===== config.mk =====
export PLATFORM = sky130hd
export DESIGN_NAME = vc_arbiter_flat
export DESIGN_NICKNAME = d
export VERILOG_FILES = /design/src/rtl/vc_arbiter_if.sv /design/src/rtl/vc_arbiter.sv /design/src/flat_wrapper.sv
export SDC_FILE = /design/constraint.sdc
export NUM_CORES = 1
export LEC_CHECK = 0
export BUFFER_PORTS_ARGS = -buffer_cell sky130_fd_sc_hd__buf_4
export CORE_MARGIN = 8
export CORE_UTILIZATION = 30
export CTS_BUF_LIST = sky130_fd_sc_hd__clkbuf_2
export CTS_CLUSTER_SIZE = 12
export DETAILED_ROUTE_END_ITERATION = 10
export GPL_ROUTABILITY_DRIVEN = 0
export PLACE_DENSITY = 0.64
export SYNTH_ARGS = -nofsm -noshare
export SYNTH_HDL_FRONTEND = slang
export SYNTH_SLANG_ARGS = --single-unit

===== constraint.sdc =====
create_clock -name clk -period 3.31 [get_ports clk]
set_clock_uncertainty 0.1 [all_clocks]
set_input_delay 0.4965 -clock clk [delete_from_list [all_inputs] [get_ports clk]]
set_output_delay 0.4965 -clock clk [all_outputs]
set_load 0.01 [all_outputs]

===== src/rtl/vc_arbiter_if.sv =====
// Handshake bundle between the VC FIFO read side, the arbiter and destination FIFOs D0/D1.
// The master modport is the arbiter; the slave modport is the surrounding FIFO environment.
interface vc_arbiter_if #(
    parameter int data_width = 6,
    parameter int cnt_width  = 5
);
    logic                  init;
    logic                  vc0_empty;
    logic                  vc1_empty;
    logic [data_width-1:0] vc0_head;
    logic [data_width-1:0] vc1_head;
    logic                  d0_almost_full;
    logic                  d1_almost_full;
    logic                  vc0_pop;
    logic                  vc1_pop;
    logic                  d0_push;
    logic                  d1_push;
    logic [data_width-1:0] d0_data;
    logic [data_width-1:0] d1_data;
    logic [cnt_width-1:0]  d0_count;
    logic [cnt_width-1:0]  d1_count;
    logic                  idle;

    modport master (
        input  init, vc0_empty, vc1_empty, vc0_head, vc1_head,
               d0_almost_full, d1_almost_full,
        output vc0_pop, vc1_pop, d0_push, d1_push, d0_data, d1_data,
               d0_count, d1_count, idle
    );

    modport slave (
        output init, vc0_empty, vc1_empty, vc0_head, vc1_head,
               d0_almost_full, d1_almost_full,
        input  vc0_pop, vc1_pop, d0_push, d1_push, d0_data, d1_data,
               d0_count, d1_count, idle
    );
endinterface


===== src/rtl/vc_arbiter.sv =====
// Strict-priority VC0/VC1 FIFO reader that routes each popped word to D0 or D1 by its class bit.
// Pops are combinational from the look-ahead heads; pushes follow one cycle later.
module vc_arbiter #(
    parameter int data_width = 6,
    parameter int dest_bit   = 4,
    parameter int cnt_width  = 5
) (
    input logic          clk,
    input logic          reset,
    vc_arbiter_if.master bus
);
    localparam logic [1:0] ST_RESET  = 2'd0;
    localparam logic [1:0] ST_INIT   = 2'd1;
    localparam logic [1:0] ST_IDLE   = 2'd2;
    localparam logic [1:0] ST_ACTIVE = 2'd3;

    logic [1:0]            state;
    logic [1:0]            state_next;
    logic                  vc0_hold;
    logic                  vc1_hold;
    logic                  d0_push_q;
    logic                  d1_push_q;
    logic [data_width-1:0] d0_data_q;
    logic [data_width-1:0] d1_data_q;
    logic [cnt_width-1:0]  d0_count_q;
    logic [cnt_width-1:0]  d1_count_q;
    logic                  idle_q;

    logic                  arb_en;
    logic                  vc0_blocked;
    logic                  vc1_blocked;
    logic                  vc0_elig;
    logic                  vc1_elig;
    logic                  pop0;
    logic                  pop1;
    logic                  any_pop;
    logic [data_width-1:0] grant_word;
    logic                  grant_dest;

    // NOTE: every always_comb output gets a default first so no latch is inferred.
    always_comb begin
        arb_en      = reset && bus.init && (state == ST_IDLE || state == ST_ACTIVE);
        vc0_blocked = bus.vc0_head[dest_bit] ? bus.d1_almost_full : bus.d0_almost_full;
        vc1_blocked = bus.vc1_head[dest_bit] ? bus.d1_almost_full : bus.d0_almost_full;
        vc0_elig    = arb_en && !bus.vc0_empty && !vc0_hold && !vc0_blocked;
        vc1_elig    = arb_en && !bus.vc1_empty && !vc1_hold && !vc1_blocked;
        pop0        = vc0_elig;
        pop1        = vc1_elig && !vc0_elig;
        any_pop     = pop0 || pop1;
        grant_word  = pop0 ? bus.vc0_head : bus.vc1_head;
        grant_dest  = grant_word[dest_bit];
    end

    always_comb begin
        state_next = state;
        case (state)
            ST_RESET: state_next = ST_INIT;
            ST_INIT:  if (bus.init) state_next = ST_IDLE;
            ST_IDLE: begin
                if (!bus.init)                            state_next = ST_INIT;
                else if (!bus.vc0_empty || !bus.vc1_empty) state_next = ST_ACTIVE;
            end
            default: begin
                // Stay active until both FIFOs are drained and nothing is still in flight.
                if (!bus.init)
                    state_next = ST_INIT;
                else if (bus.vc0_empty && bus.vc1_empty && !d0_push_q && !d1_push_q &&
                         !vc0_hold && !vc1_hold)
                    state_next = ST_IDLE;
            end
        endcase
    end

    // NOTE: sequential state uses non-blocking assignments only; the data registers are
    // reset as well so the outputs never show X after reset.
    always_ff @(posedge clk or negedge reset) begin
        if (!reset) begin
            state      <= ST_RESET;
            vc0_hold   <= 1'b0;
            vc1_hold   <= 1'b0;
            d0_push_q  <= 1'b0;
            d1_push_q  <= 1'b0;
            d0_data_q  <= '0;
            d1_data_q  <= '0;
            d0_count_q <= '0;
            d1_count_q <= '0;
            idle_q     <= 1'b0;
        end else begin
            state     <= state_next;
            idle_q    <= (state_next == ST_IDLE);
            // The FIFO head is stale for one cycle after a pop, so that VC sits out a cycle.
            vc0_hold  <= pop0;
            vc1_hold  <= pop1;
            d0_push_q <= any_pop && !grant_dest;
            d1_push_q <= any_pop && grant_dest;
            if (any_pop && !grant_dest) d0_data_q <= grant_word;
            if (any_pop && grant_dest)  d1_data_q <= grant_word;
            if (state == ST_RESET || state == ST_INIT) begin
                d0_count_q <= '0;
                d1_count_q <= '0;
            end else begin
                if (any_pop && !grant_dest) d0_count_q <= d0_count_q + {{(cnt_width-1){1'b0}}, 1'b1};
                if (any_pop && grant_dest)  d1_count_q <= d1_count_q + {{(cnt_width-1){1'b0}}, 1'b1};
            end
        end
    end

    assign bus.vc0_pop  = pop0;
    assign bus.vc1_pop  = pop1;
    assign bus.d0_push  = d0_push_q;
    assign bus.d1_push  = d1_push_q;
    assign bus.d0_data  = d0_data_q;
    assign bus.d1_data  = d1_data_q;
    assign bus.d0_count = d0_count_q;
    assign bus.d1_count = d1_count_q;
    assign bus.idle     = idle_q;
endmodule


===== src/flat_wrapper.sv =====
// flat-port wrapper written by rule: the top's interface ports become plain ports
module vc_arbiter_flat 
#(
    parameter int data_width = 6,
    parameter int dest_bit   = 4,
    parameter int cnt_width  = 5
)
  (clk, reset, bus_init, bus_vc0_empty, bus_vc1_empty, bus_vc0_head, bus_vc1_head, bus_d0_almost_full, bus_d1_almost_full, bus_vc0_pop, bus_vc1_pop, bus_d0_push, bus_d1_push, bus_d0_data, bus_d1_data, bus_d0_count, bus_d1_count, bus_idle);
  vc_arbiter_if #(.data_width(data_width), .cnt_width(cnt_width)) bus_i ();
  input logic clk;
  input logic reset;
  input wire logic [$bits(bus_i.init)-1:0] bus_init;
  input wire logic [$bits(bus_i.vc0_empty)-1:0] bus_vc0_empty;
  input wire logic [$bits(bus_i.vc1_empty)-1:0] bus_vc1_empty;
  input wire logic [$bits(bus_i.vc0_head)-1:0] bus_vc0_head;
  input wire logic [$bits(bus_i.vc1_head)-1:0] bus_vc1_head;
  input wire logic [$bits(bus_i.d0_almost_full)-1:0] bus_d0_almost_full;
  input wire logic [$bits(bus_i.d1_almost_full)-1:0] bus_d1_almost_full;
  output wire logic [$bits(bus_i.vc0_pop)-1:0] bus_vc0_pop;
  output wire logic [$bits(bus_i.vc1_pop)-1:0] bus_vc1_pop;
  output wire logic [$bits(bus_i.d0_push)-1:0] bus_d0_push;
  output wire logic [$bits(bus_i.d1_push)-1:0] bus_d1_push;
  output wire logic [$bits(bus_i.d0_data)-1:0] bus_d0_data;
  output wire logic [$bits(bus_i.d1_data)-1:0] bus_d1_data;
  output wire logic [$bits(bus_i.d0_count)-1:0] bus_d0_count;
  output wire logic [$bits(bus_i.d1_count)-1:0] bus_d1_count;
  output wire logic [$bits(bus_i.idle)-1:0] bus_idle;
  assign bus_i.init = bus_init;
  assign bus_i.vc0_empty = bus_vc0_empty;
  assign bus_i.vc1_empty = bus_vc1_empty;
  assign bus_i.vc0_head = bus_vc0_head;
  assign bus_i.vc1_head = bus_vc1_head;
  assign bus_i.d0_almost_full = bus_d0_almost_full;
  assign bus_i.d1_almost_full = bus_d1_almost_full;
  assign bus_vc0_pop = bus_i.vc0_pop;
  assign bus_vc1_pop = bus_i.vc1_pop;
  assign bus_d0_push = bus_i.d0_push;
  assign bus_d1_push = bus_i.d1_push;
  assign bus_d0_data = bus_i.d0_data;
  assign bus_d1_data = bus_i.d1_data;
  assign bus_d0_count = bus_i.d0_count;
  assign bus_d1_count = bus_i.d1_count;
  assign bus_idle = bus_i.idle;
  vc_arbiter #(.data_width(data_width), .dest_bit(dest_bit), .cnt_width(cnt_width)) u_core (.clk(clk), .reset(reset), .bus(bus_i));
endmodule

==> impl_metrics.tcl, run 1 <==
set metrics [dict create \
    insertion_delay_ps 370 \
    postCtsResizedCells 0 \
    post_synth_edffs 0 \
    highest-signal-layer "met4" \
    route.vias.total 1174 \
    post-route-drc-count 0 \
    holdBufCountCts 0 \
    wl_met1_um 1900 \
    setup.reg_to_reg.worst_slack_ps 900 \
    asyncSetResetFlopFracSynth 1.00 \
    design.portCount 46 \
    p_leak_nw 0.857 \
    syn2layout_area_growth_pct 31.3 \
    power-per-cell-area_nw_per_um2 441 \
    crit_end "bus_vc1_pop" \
    route.final.wire_length_um 3690 \
    met2_length_um 1480 \
    chipWidth_um 83.8 \
    setup_repair_after_global_routing_missed_its_margin "no" \
    final-hold-violation-count 0 \
    synth.most_common_cell "sky130_fd_sc_hd__dfrtp_1" \
    rr_endpoint "u_core.bus.d1_count[4]" \
    timing.critical_path.from_type "register" \
    setup_viol 0 \
    path_class "register to primary output" \
    cts_max_level 2 \
    cts_inserted_buffers 5 \
    core_um2 4380 \
    grt_start_max_net_pins 30 \
    reg2reg_depth 4 \
    vdd.ir_drop.worst_v 0.000233 \
    synth.top_cell.area_share 0.526 \
    worst_ep_required_time_ps 2710 \
    clkTransAtPathRegs_ps 180 \
    drt.antenna.violating_nets 0 \
    mappedNetlistNets 149 \
    synth_top_flop_cell "sky130_fd_sc_hd__dfrtp_1" \
    drt_pre_antenna_iters 4 \
    die_h_um 83.8 \
    slew_viol_final 0 \
    post-dp-hpwl_um 2720 \
    start_util 0.315 \
    post_synth_most_frequent_cells "29 x sky130_fd_sc_hd__dfrtp_1, 9 x sky130_fd_sc_hd__nand3_1, 8 x sky130_fd_sc_hd__nand2_1, 8 x sky130_fd_sc_hd__nor2_1" \
    seq_area_frac_synth 0.526 \
    final.period_utilization 0.775 \
    startpoint "u_core.state[1]" \
    final.fill_count 454 \
    vias_per_cell 5.10 \
    timing.critical_path.fanout_max 12 \
    synth.area.top_cells "sky130_fd_sc_hd__dfrtp_1 53%, sky130_fd_sc_hd__mux2i_1 5.1%, sky130_fd_sc_hd__nand3_1 3.3%" \
    timing.rr.start "u_core.state[1]" \
    cts_setup_buffers 0 \
    num_antenna_cells 0 \
    endpoint_kind "primary output" \
    cts.path.max_buffers 2 \
    total_power_mw 0.800 \
    synth.ff_latch_count 29 \
    port_buffers 45 \
    grt_first_pass_wirelength_um 6380 \
    grt.total_usage 0.111 \
    worstPathArrival_ps 1970 \
    hold_class "primary input to asynchronous set/reset pin" \
    fin_tns_setup_ps 0 \
    wire_per_inst_um 16.0 \
    clkSinkCount 29 \
    layout-drive-gt1-share 0.343 \
    drt_iter0_drc 81 \
    timing.fmax_mhz 390 \
    ctsRootBufferMaster "sky130_fd_sc_hd__clkbuf_2" \
    tritoncts "built" \
    grt_overflow_total 0 \
    antenna_violations_before_repair 0 \
    die-area_um2 7030 \
    first_global_vias 1287 \
    outcome "finished, final reports clean" \
    synth.yosys.warnings 0 \
    count_of_unique_library_cells_instantiated_by_yosys 33 \
    worst-slew-pin-transition_ps 589 \
    floorplan.rows 24 \
    netlist_instances 128 \
    syn_area_per_cell_um2 10.8 \
    layout.nets 198 \
    routed-wl-met3_um 264 \
    post-synth-top-area-cell "sky130_fd_sc_hd__dfrtp_1" \
    worst_slew_margin_rel 0.608 \
    netlist_area_um2 1380 \
    min_period_ps 2570 \
    drv.max_cap_violation_count 0 \
]
per-stage QoR:
stage	utilization	area, um2	std cells	worst slack, ps	hold slack (ps)
after detailed placement	0.404	1770	222	977	380
after global placement	0.404	1770	222	1060	357
after global routing	0.413	1810	230	506	13.3
after CTS	0.413	1810	230	754	17.5
after floorplan	-	1380	128	1360	101
final	0.413	1810	230	743	14.2
cells by family (layout without fill, tap and decap cells):
group	Yosys count	in the layout	synth area share
adder cells (fa/ha/maj)	2	2	0.0181
AND/OR/NAND/NOR	43	43	0.160
flip-flops	29	29	0.526
buffers and inverters	10	60	0.0326
AO/OA/AOI/OAI	36	36	0.202
multiplexers	8	8	0.0607
layout make-up:
type,instances,area [um2],area share
Clock buffer,6,30.0,0.0166
Inverter,5,18.8,0.0104
Sequential cell,29,726,0.401
Clock inverter,2,10.0,0.00552
Multi-Input combinational cell,89,609,0.336
Tap cell,52,65.1,0.0359
Timing Repair Buffer,47,353,0.195
critical path, stage by stage, from the launching register on:
cell and delay, ps:
sky130_fd_sc_hd__dfrtp_1 610, sky130_fd_sc_hd__nand3_1 420, sky130_fd_sc_hd__nor3_1 230, sky130_fd_sc_hd__and3_1 210, sky130_fd_sc_hd__buf_4 130
report_power, final:
group          switching, mW  total, mW  internal [mW]
combinational         0.0858      0.190          0.104
sequential            0.0299      0.431          0.401
clock                  0.126      0.179         0.0530
total                  0.242      0.800          0.558
cell usage in the layout (no fill, tap or decap):
cell	n
sky130_fd_sc_hd__buf_4	47
sky130_fd_sc_hd__dfrtp_1	29
sky130_fd_sc_hd__nand3_1	9
sky130_fd_sc_hd__nor2_1	8
sky130_fd_sc_hd__nand2_1	8
sky130_fd_sc_hd__a21oi_1	7
sky130_fd_sc_hd__mux2i_1	7
sky130_fd_sc_hd__nor3_1	6
sky130_fd_sc_hd__clkbuf_2	6
sky130_fd_sc_hd__inv_1	5
sky130_fd_sc_hd__o22a_1	5
sky130_fd_sc_hd__o21a_1	5
sky130_fd_sc_hd__o22ai_1	5
sky130_fd_sc_hd__o21ai_0	4
sky130_fd_sc_hd__or4_1	2
sky130_fd_sc_hd__or3_1	2
sky130_fd_sc_hd__a2111o_1	2
sky130_fd_sc_hd__and3_1	2
sky130_fd_sc_hd__nand2b_1	2
sky130_fd_sc_hd__a21o_1	2
sky130_fd_sc_hd__ha_1	2
sky130_fd_sc_hd__clkinv_2	2
sky130_fd_sc_hd__o41ai_1	1
sky130_fd_sc_hd__mux2i_2	1
sky130_fd_sc_hd__or2_2	1
sky130_fd_sc_hd__nor4_2	1
sky130_fd_sc_hd__or3b_1	1
sky130_fd_sc_hd__a2111oi_4	1
sky130_fd_sc_hd__o21ai_1	1
sky130_fd_sc_hd__nor4_1	1
sky130_fd_sc_hd__a2111oi_2	1
sky130_fd_sc_hd__o2111ai_1	1
sky130_fd_sc_hd__a21oi_2	1
routing by layer:
metal | up-vias | global-route usage
li1 | 576 | -
met4 | 0 | 0.0377
met5 | - | 0
met1 | 550 | 0.154
met2 | 43 | 0.149
met3 | 5 | 0.0469
worst min-delay path by stage:
stage | to | from | depth (start not counted)
after floorplan | u_core.bus.d0_count[0] | reset | 0
after global placement | u_core.bus.d1_data[4] | u_core.bus.d1_data[4] | 1
after detailed placement | u_core.bus.d1_data[4] | u_core.bus.d1_data[4] | 1
after CTS | u_core.bus.d0_count[0] | reset | 2
after global routing | u_core.bus.d1_count[3] | reset | 2
final | u_core.bus.d1_count[3] | reset | 2
sequential cells by signal, indices dropped and copies added, names as in the netlist:
name,count
u_core.bus.d1_count,5
u_core.bus.d0_data,6
u_core.vc1_hold,1
u_core.bus.d0_push,1
u_core.vc0_hold,1
u_core.bus.d1_push,1
u_core.bus.idle,1
u_core.bus.d1_data,6
u_core.bus.d0_count,5
u_core.state,2
(Power assumes the default switching activity.)
==> inputs of run 2 (changes only) <==
- ABC_AREA: not set -> 1
- clock period: 3.31 -> 2.5 ns (I/O delays scaled with it)
==> run 2 against run 1 <==
  * Global-route usage decreased by 0.47 points
  * Clock power increased by 20%
  * Synthesized area increased by 7.5%
  * First-iteration DRC count decreased by 33%
  * Critical path type is now primary input to primary output
  * Critical endpoint unchanged
  * Highest routed layer unchanged
==> impl_metrics.tcl, run 2 <==
set metrics [dict create \
    post-route-drc-count 0 \
    worstPathArrival_ps 1850 \
    vias_per_cell 4.45 \
    first_global_vias 1342 \
    die_h_um 86.3 \
    setup_repair_after_global_routing_missed_its_margin "no" \
    count_of_unique_library_cells_instantiated_by_yosys 20 \
    timing.fmax_mhz 430 \
    ctsRootBufferMaster "sky130_fd_sc_hd__clkbuf_2" \
    final-hold-violation-count 0 \
    post_synth_most_frequent_cells "53 x sky130_fd_sc_hd__nand2_1, 29 x sky130_fd_sc_hd__dfrtp_1, 26 x sky130_fd_sc_hd__nand3_1, 16 x sky130_fd_sc_hd__inv_1, 8 x sky130_fd_sc_hd__nand4_1" \
    final.period_utilization 0.930 \
    timing.critical_path.depth 8 \
    crit_slowest_cell "sky130_fd_sc_hd__dlygate4sd3_1" \
    synth.ff_latch_count 29 \
    drt_iter0_drc 54 \
    grt_overflow_total 0 \
    syn2layout_area_growth_pct 29.7 \
    most_used_cells_in_the_layout_excluding_fill_and_tap_cells "53 x sky130_fd_sc_hd__nand2_1, 47 x sky130_fd_sc_hd__buf_4, 29 x sky130_fd_sc_hd__dfrtp_1" \
    seq_area_frac_synth 0.489 \
    setup_viol 0 \
    core_um2 4750 \
    clkSinkCount 29 \
    synth_top_flop_cell "sky130_fd_sc_hd__dfrtp_1" \
    synth.area.top_cells "sky130_fd_sc_hd__dfrtp_1 49%, sky130_fd_sc_hd__nand2_1 13%, sky130_fd_sc_hd__nand3_1 8.8%" \
    critical-path-max-stage-delay_ps 530 \
    cts_max_level 2 \
    drv.max_cap_violation_count 0 \
    wire_per_inst_um 12.7 \
    outcome "finished, final reports clean" \
    worst_slew_margin_rel 0.745 \
    insertion_delay_ps 350 \
    worst-slew-pin-transition_ps 382 \
    vdd.ir_drop.worst_v 0.000242 \
    syn_area_per_cell_um2 8.73 \
    synth.most_common_cell "sky130_fd_sc_hd__nand2_1" \
    final.fill_count 517 \
    post-dp-hpwl_um 2790 \
    post_synth_edffs 0 \
    final_area_um2 1920 \
    p_leak_nw 1.11 \
    cts.path.max_buffers 2 \
    grt_first_pass_wirelength_um 6350 \
    placedInstanceArea_um2 1880 \
    total_power_mw 1.02 \
    layout.cells.most_common "sky130_fd_sc_hd__nand2_1" \
    slew_viol_final 0 \
    route.final.wire_length_um 3650 \
    min_period_ps 2330 \
    synth.top_cell.area_share 0.489 \
    fin_util 0.405 \
    num_antenna_cells 0 \
    cts_inserted_buffers 5 \
    synth.yosys.warnings 0 \
    design.portCount 46 \
    layout-drive-gt1-share 0.318 \
    port_buffers 45 \
    power-per-cell-area_nw_per_um2 532 \
    grt_start_max_net_pins 30 \
    reg2reg_depth 9 \
    layout.nets 241 \
    cts_setup_buffers 0 \
    grt.total_usage 0.107 \
    route.vias.total 1277 \
    floorplan.rows 25 \
    timing.critical_path.fanout_max 9 \
    holdBufCountCts 1 \
    setup.reg_to_reg.worst_slack_ps 760 \
    worstPathBufferInverterCount 4 \
    worst_ep_required_time_ps 2030 \
    netlist_area_um2 1480 \
    path_class "primary input to primary output" \
    mappedNetlistNets 191 \
    start_util 0.312 \
    most_frequent_cell_on_the_critical_path "sky130_fd_sc_hd__buf_4" \
    rr_endpoint "u_core.bus.d1_data[2]" \
    chipWidth_um 86.3 \
    crit_end "bus_vc1_pop" \
    postCtsResizedCells 0 \
    clkTransAtPathRegs_ps 120 \
    timing.critical_path.max_delay_family "buffers and inverters" \
    drt.antenna.violating_nets 0 \
    fin_tns_setup_ps 0 \
    crit_path_cell_trace "dlygate4sd3_1 > buf_4 > nand2_1 > nor2_4 > nand2_4 > inv_1 > nor2_1 > buf_4" \
    antenna_violations_before_repair 0 \
    endpoint_kind "primary output" \
    die-area_um2 7450 \
    netlist_instances 170 \
    startpoint "reset" \
    timing.critical_path.from_type "primary input" \
    drt_pre_antenna_iters 4 \
    tritoncts "built" \
    asyncSetResetFlopFracSynth 1.00 \
    hold_class "primary input to register" \
    timing.rr.start "u_core.vc0_hold" \
    post-synth-top-area-cell "sky130_fd_sc_hd__dfrtp_1" \
]
-- run 2: changes by cell type after synthesis, sizes merged, moves of 6 or more --
cell,change
mux2i,-8
nand4,+9
a21oi,-7
inv,+12
nor3,-6
xor2,+6
nand3,+23
nand2,+51
-- run 2: power by group --
| group | leakage (nW) | total, mW | internal [mW] | switching [mW] |
|---|---|---|---|---|
| Clock | 0.0265 | 0.215 | 0.0652 | 0.150 |
| Sequential | 0.379 | 0.555 | 0.525 | 0.0309 |
| Combinational | 0.706 | 0.253 | 0.120 | 0.133 |
-- run 2: layout make-up --
cell class / instances / area [um2] / area share
flip-flops and latches: 29 / 726 / 0.377
well taps: 67 / 83.8 / 0.0436
multi-input cells: 119 / 654 / 0.340
clock inverters: 1 / 3.75 / 0.00195
clock buffers: 6 / 30.0 / 0.0156
repair buffers: 48 / 363 / 0.189
inverters: 17 / 63.8 / 0.0332
-- run 2: worst min-delay path: stages --
cell	delay, ps
sky130_fd_sc_hd__buf_4	80
sky130_fd_sc_hd__nand2_1	60
sky130_fd_sc_hd__inv_1	50
-- run 2: cells by family after synthesis --
kind of cell | count (synthesis) | synth area share
xor gates and xnor gates | 6 | 0.0354
and+or+nand+nor | 110 | 0.385
AOI/OAI and AO/OA | 1 | 0.00337
DFF | 29 | 0.489
buffers and inverters | 22 | 0.0700
adders and majority gates | 2 | 0.0169
-- run 2: worst min path at each step --
stage | from | to | slack, ps | cells after the start
floorplan | reset | u_core.bus.d0_count[0] | -20 | 0
global placement | reset | u_core.bus.idle | 310 | 2
detailed placement | reset | u_core.bus.d1_data[4] | 320 | 2
CTS | bus_init | u_core.state[1] | 120 | 3
global route | bus_init | u_core.state[1] | 130 | 3
finish | bus_init | u_core.state[1] | 140 | 3
-- run 2: stage by stage --
| step | instances | hold WS, ps | setup slack (ps) |
|---|---|---|---|
| after floorplan | 170 | -20.6 | 940 |
| after global placement | 279 | 314 | 678 |
| after detailed placement | 279 | 322 | 648 |
| after CTS | 287 | 119 | 158 |
| after global routing | 287 | 127 | 37.4 |
| final | 287 | 143 | 174 |
-- run 2: layer usage --
layer | vias to the layer above | wire (um) | track usage
li1 | 643 | - | -
met1 | 590 | 1660 | 0.129
met2 | 37 | 1630 | 0.162
met3 | 7 | 300 | 0.0491
met4 | 0 | 51 | 0.0376
met5 | - | 0 | 0
==> inputs of run 3 (changes only) <==
- CORE_ASPECT_RATIO: not set -> 0.5
==> run 3 against run 2 <==
  * First-iteration DRC count rose by 1.9%
  * Critical path depth did not move
  * Wire length rose by 4.4%
  * Final area rose by 0.52%
  * Critical path type unchanged
  * Largest cell class unchanged
==> impl_metrics.tcl, run 3 (synthesized netlist as in run 2, its figures left out) <==
set metrics [dict create \
    syn2layout_area_growth_pct 30.4 \
    cts_inserted_buffers 5 \
    first_global_vias 1298 \
    cts.path.max_buffers 2 \
    p_leak_nw 1.12 \
    timing.rr.start "u_core.vc0_hold" \
    hold-worst-slack_ps 141 \
    clkTransAtPathRegs_ps 160 \
    worst-slew-pin-transition_ps 373 \
    floorplan.rows 18 \
    setup_repair_after_global_routing_missed_its_margin "no" \
    comb_power_share 0.240 \
    wire_per_inst_um 13.1 \
    rr_endpoint "u_core.bus.d0_data[1]" \
    critical-path-max-stage-delay_ps 520 \
    grt_first_pass_wirelength_um 6220 \
    layout-drive-gt1-share 0.326 \
    route.vias.total 1271 \
    ctsRootBufferMaster "sky130_fd_sc_hd__clkbuf_2" \
    min_to "u_core.state[1]" \
    holdBufCountCts 1 \
    power-per-cell-area_nw_per_um2 547 \
    clkSinkCount 29 \
    worst_ep_required_time_ps 2030 \
    worst_slew_margin_rel 0.751 \
    post_layout_nonfiller_instances 291 \
    post-route-drc-count 0 \
    hold_path_depth 3 \
    start_util 0.306 \
    antenna_violations_before_repair 0 \
    grt.total_usage 0.104 \
    layout.cells.most_common "sky130_fd_sc_hd__nand2_1" \
    timing.critical_path.fanout_max 9 \
    crit_slowest_cell "sky130_fd_sc_hd__dlygate4sd3_1" \
    drt.antenna.violating_nets 0 \
    crit_path_cell_trace "dlygate4sd3_1 > buf_4 > nand2_1 > nor2_4 > nand2_4 > inv_1 > nor2_1 > buf_4" \
    path_class "primary input to primary output" \
    core_um2 4840 \
    total_power_mw 1.06 \
    hold_start "bus_init" \
    swShare 0.325 \
    outcome "finished, final reports clean" \
    vias_per_cell 4.37 \
    setup_viol 0 \
    die_h_um 65.7 \
    internal_power_mw 0.715 \
    grt_overflow_total 0 \
    hold_class "primary input to register" \
    route.final.wire_length_um 3810 \
    cts_max_level 2 \
    reg2reg_depth 9 \
    drv.max_cap_violation_count 0 \
    post-dp-hpwl_um 2860 \
    drt_iter0_drc 55 \
    port_buffers 45 \
    cts_setup_buffers 0 \
    place_inst 282 \
    drt_pre_antenna_iters 4 \
    final.period_utilization 0.933 \
    insertion_delay_ps 350 \
    layout.nets 241 \
    setup.reg_to_reg.worst_slack_ps 690 \
    fin_tns_setup_ps 0 \
    final-hold-violation-count 0 \
    most_used_cells_in_the_layout_excluding_fill_and_tap_cells "53 x sky130_fd_sc_hd__nand2_1, 47 x sky130_fd_sc_hd__buf_4, 29 x sky130_fd_sc_hd__dfrtp_1" \
    most_frequent_cell_on_the_critical_path "sky130_fd_sc_hd__buf_4" \
    postCtsResizedCells 0 \
    chipWidth_um 115 \
    die-area_um2 7590 \
    timing.critical_path.from_type "primary input" \
    slew_viol_final 0 \
    timing.fmax_mhz 429 \
    grt_start_max_net_pins 30 \
    power.switching_mw 0.344 \
    design.portCount 46 \
    endpoint_kind "primary output" \
    vdd.ir_drop.worst_v 0.000168 \
    tritoncts "built" \
    min_period_ps 2330 \
    worstPathArrival_ps 1860 \
    power_frac_seq 0.526 \
    clock_power_share 0.234 \
    num_antenna_cells 0 \
]
-- run 3: cell count changes in the layout (fill, tap and decap cells not counted), sizes merged --
cell | previous run | this run
clkinv | 1 | 2
-- run 3: metrics by stage --
| step | instance area (um2) | setup slack [ps] | utilization |
|---|---|---|---|
| after global routing | 1930 | 39.5 | 0.399 |
| after floorplan | 1480 | 940 | - |
| after global placement | 1880 | 693 | 0.389 |
| after detailed placement | 1880 | 638 | 0.389 |
| final | 1930 | 167 | 0.399 |
| after CTS | 1930 | 161 | 0.399 |
-- run 3: critical path, delay by kind of cell --
kind / cells / cell delay, ps
simple gates: 4 / 550
buf+inv: 4 / 910
-- run 3: layout make-up --
class,instances,area [um2]
Multi-Input combinational cell,119,654
Tap cell,70,87.6
Fill cell,481,2910
Clock inverter,2,10.0
Timing Repair Buffer,48,363
Sequential cell,29,726
Clock buffer,6,30.0
Inverter,17,63.8
-- run 3: how the worst max path moves through the flow --
stage                  startpoint                     to  slack [ps]
3_5_place_dp        bus_vc0_empty  u_core.bus.d0_data[1]         640
5_1_grt                     reset            bus_vc1_pop          40
4_1_cts                     reset            bus_vc1_pop         160
3_3_place_gp        bus_vc0_empty  u_core.bus.d0_data[1]         690
2_1_floorplan  bus_d0_almost_full            bus_vc1_pop         940
6_report                    reset            bus_vc1_pop         170
-- run 3: routing by layer --
layer	track usage	up-vias	wire [um]
met5	0	-	0
met4	0.0470	0	27
met3	0.0293	2	128
met2	0.182	18	1970
met1	0.116	605	1680
li1	-	646	-
-- run 3: power by group through the flow --
stage | logic (mW) | clock network, mW | registers, mW
final | 0.254 | 0.248 | 0.557
after global routing | 0.280 | 0.273 | 0.564
after CTS | 0.259 | 0.257 | 0.558
after detailed placement | 0.258 | 0 | 0.567
after global placement | 0.253 | 0 | 0.567
after floorplan | 0.0892 | 0 | 0.589
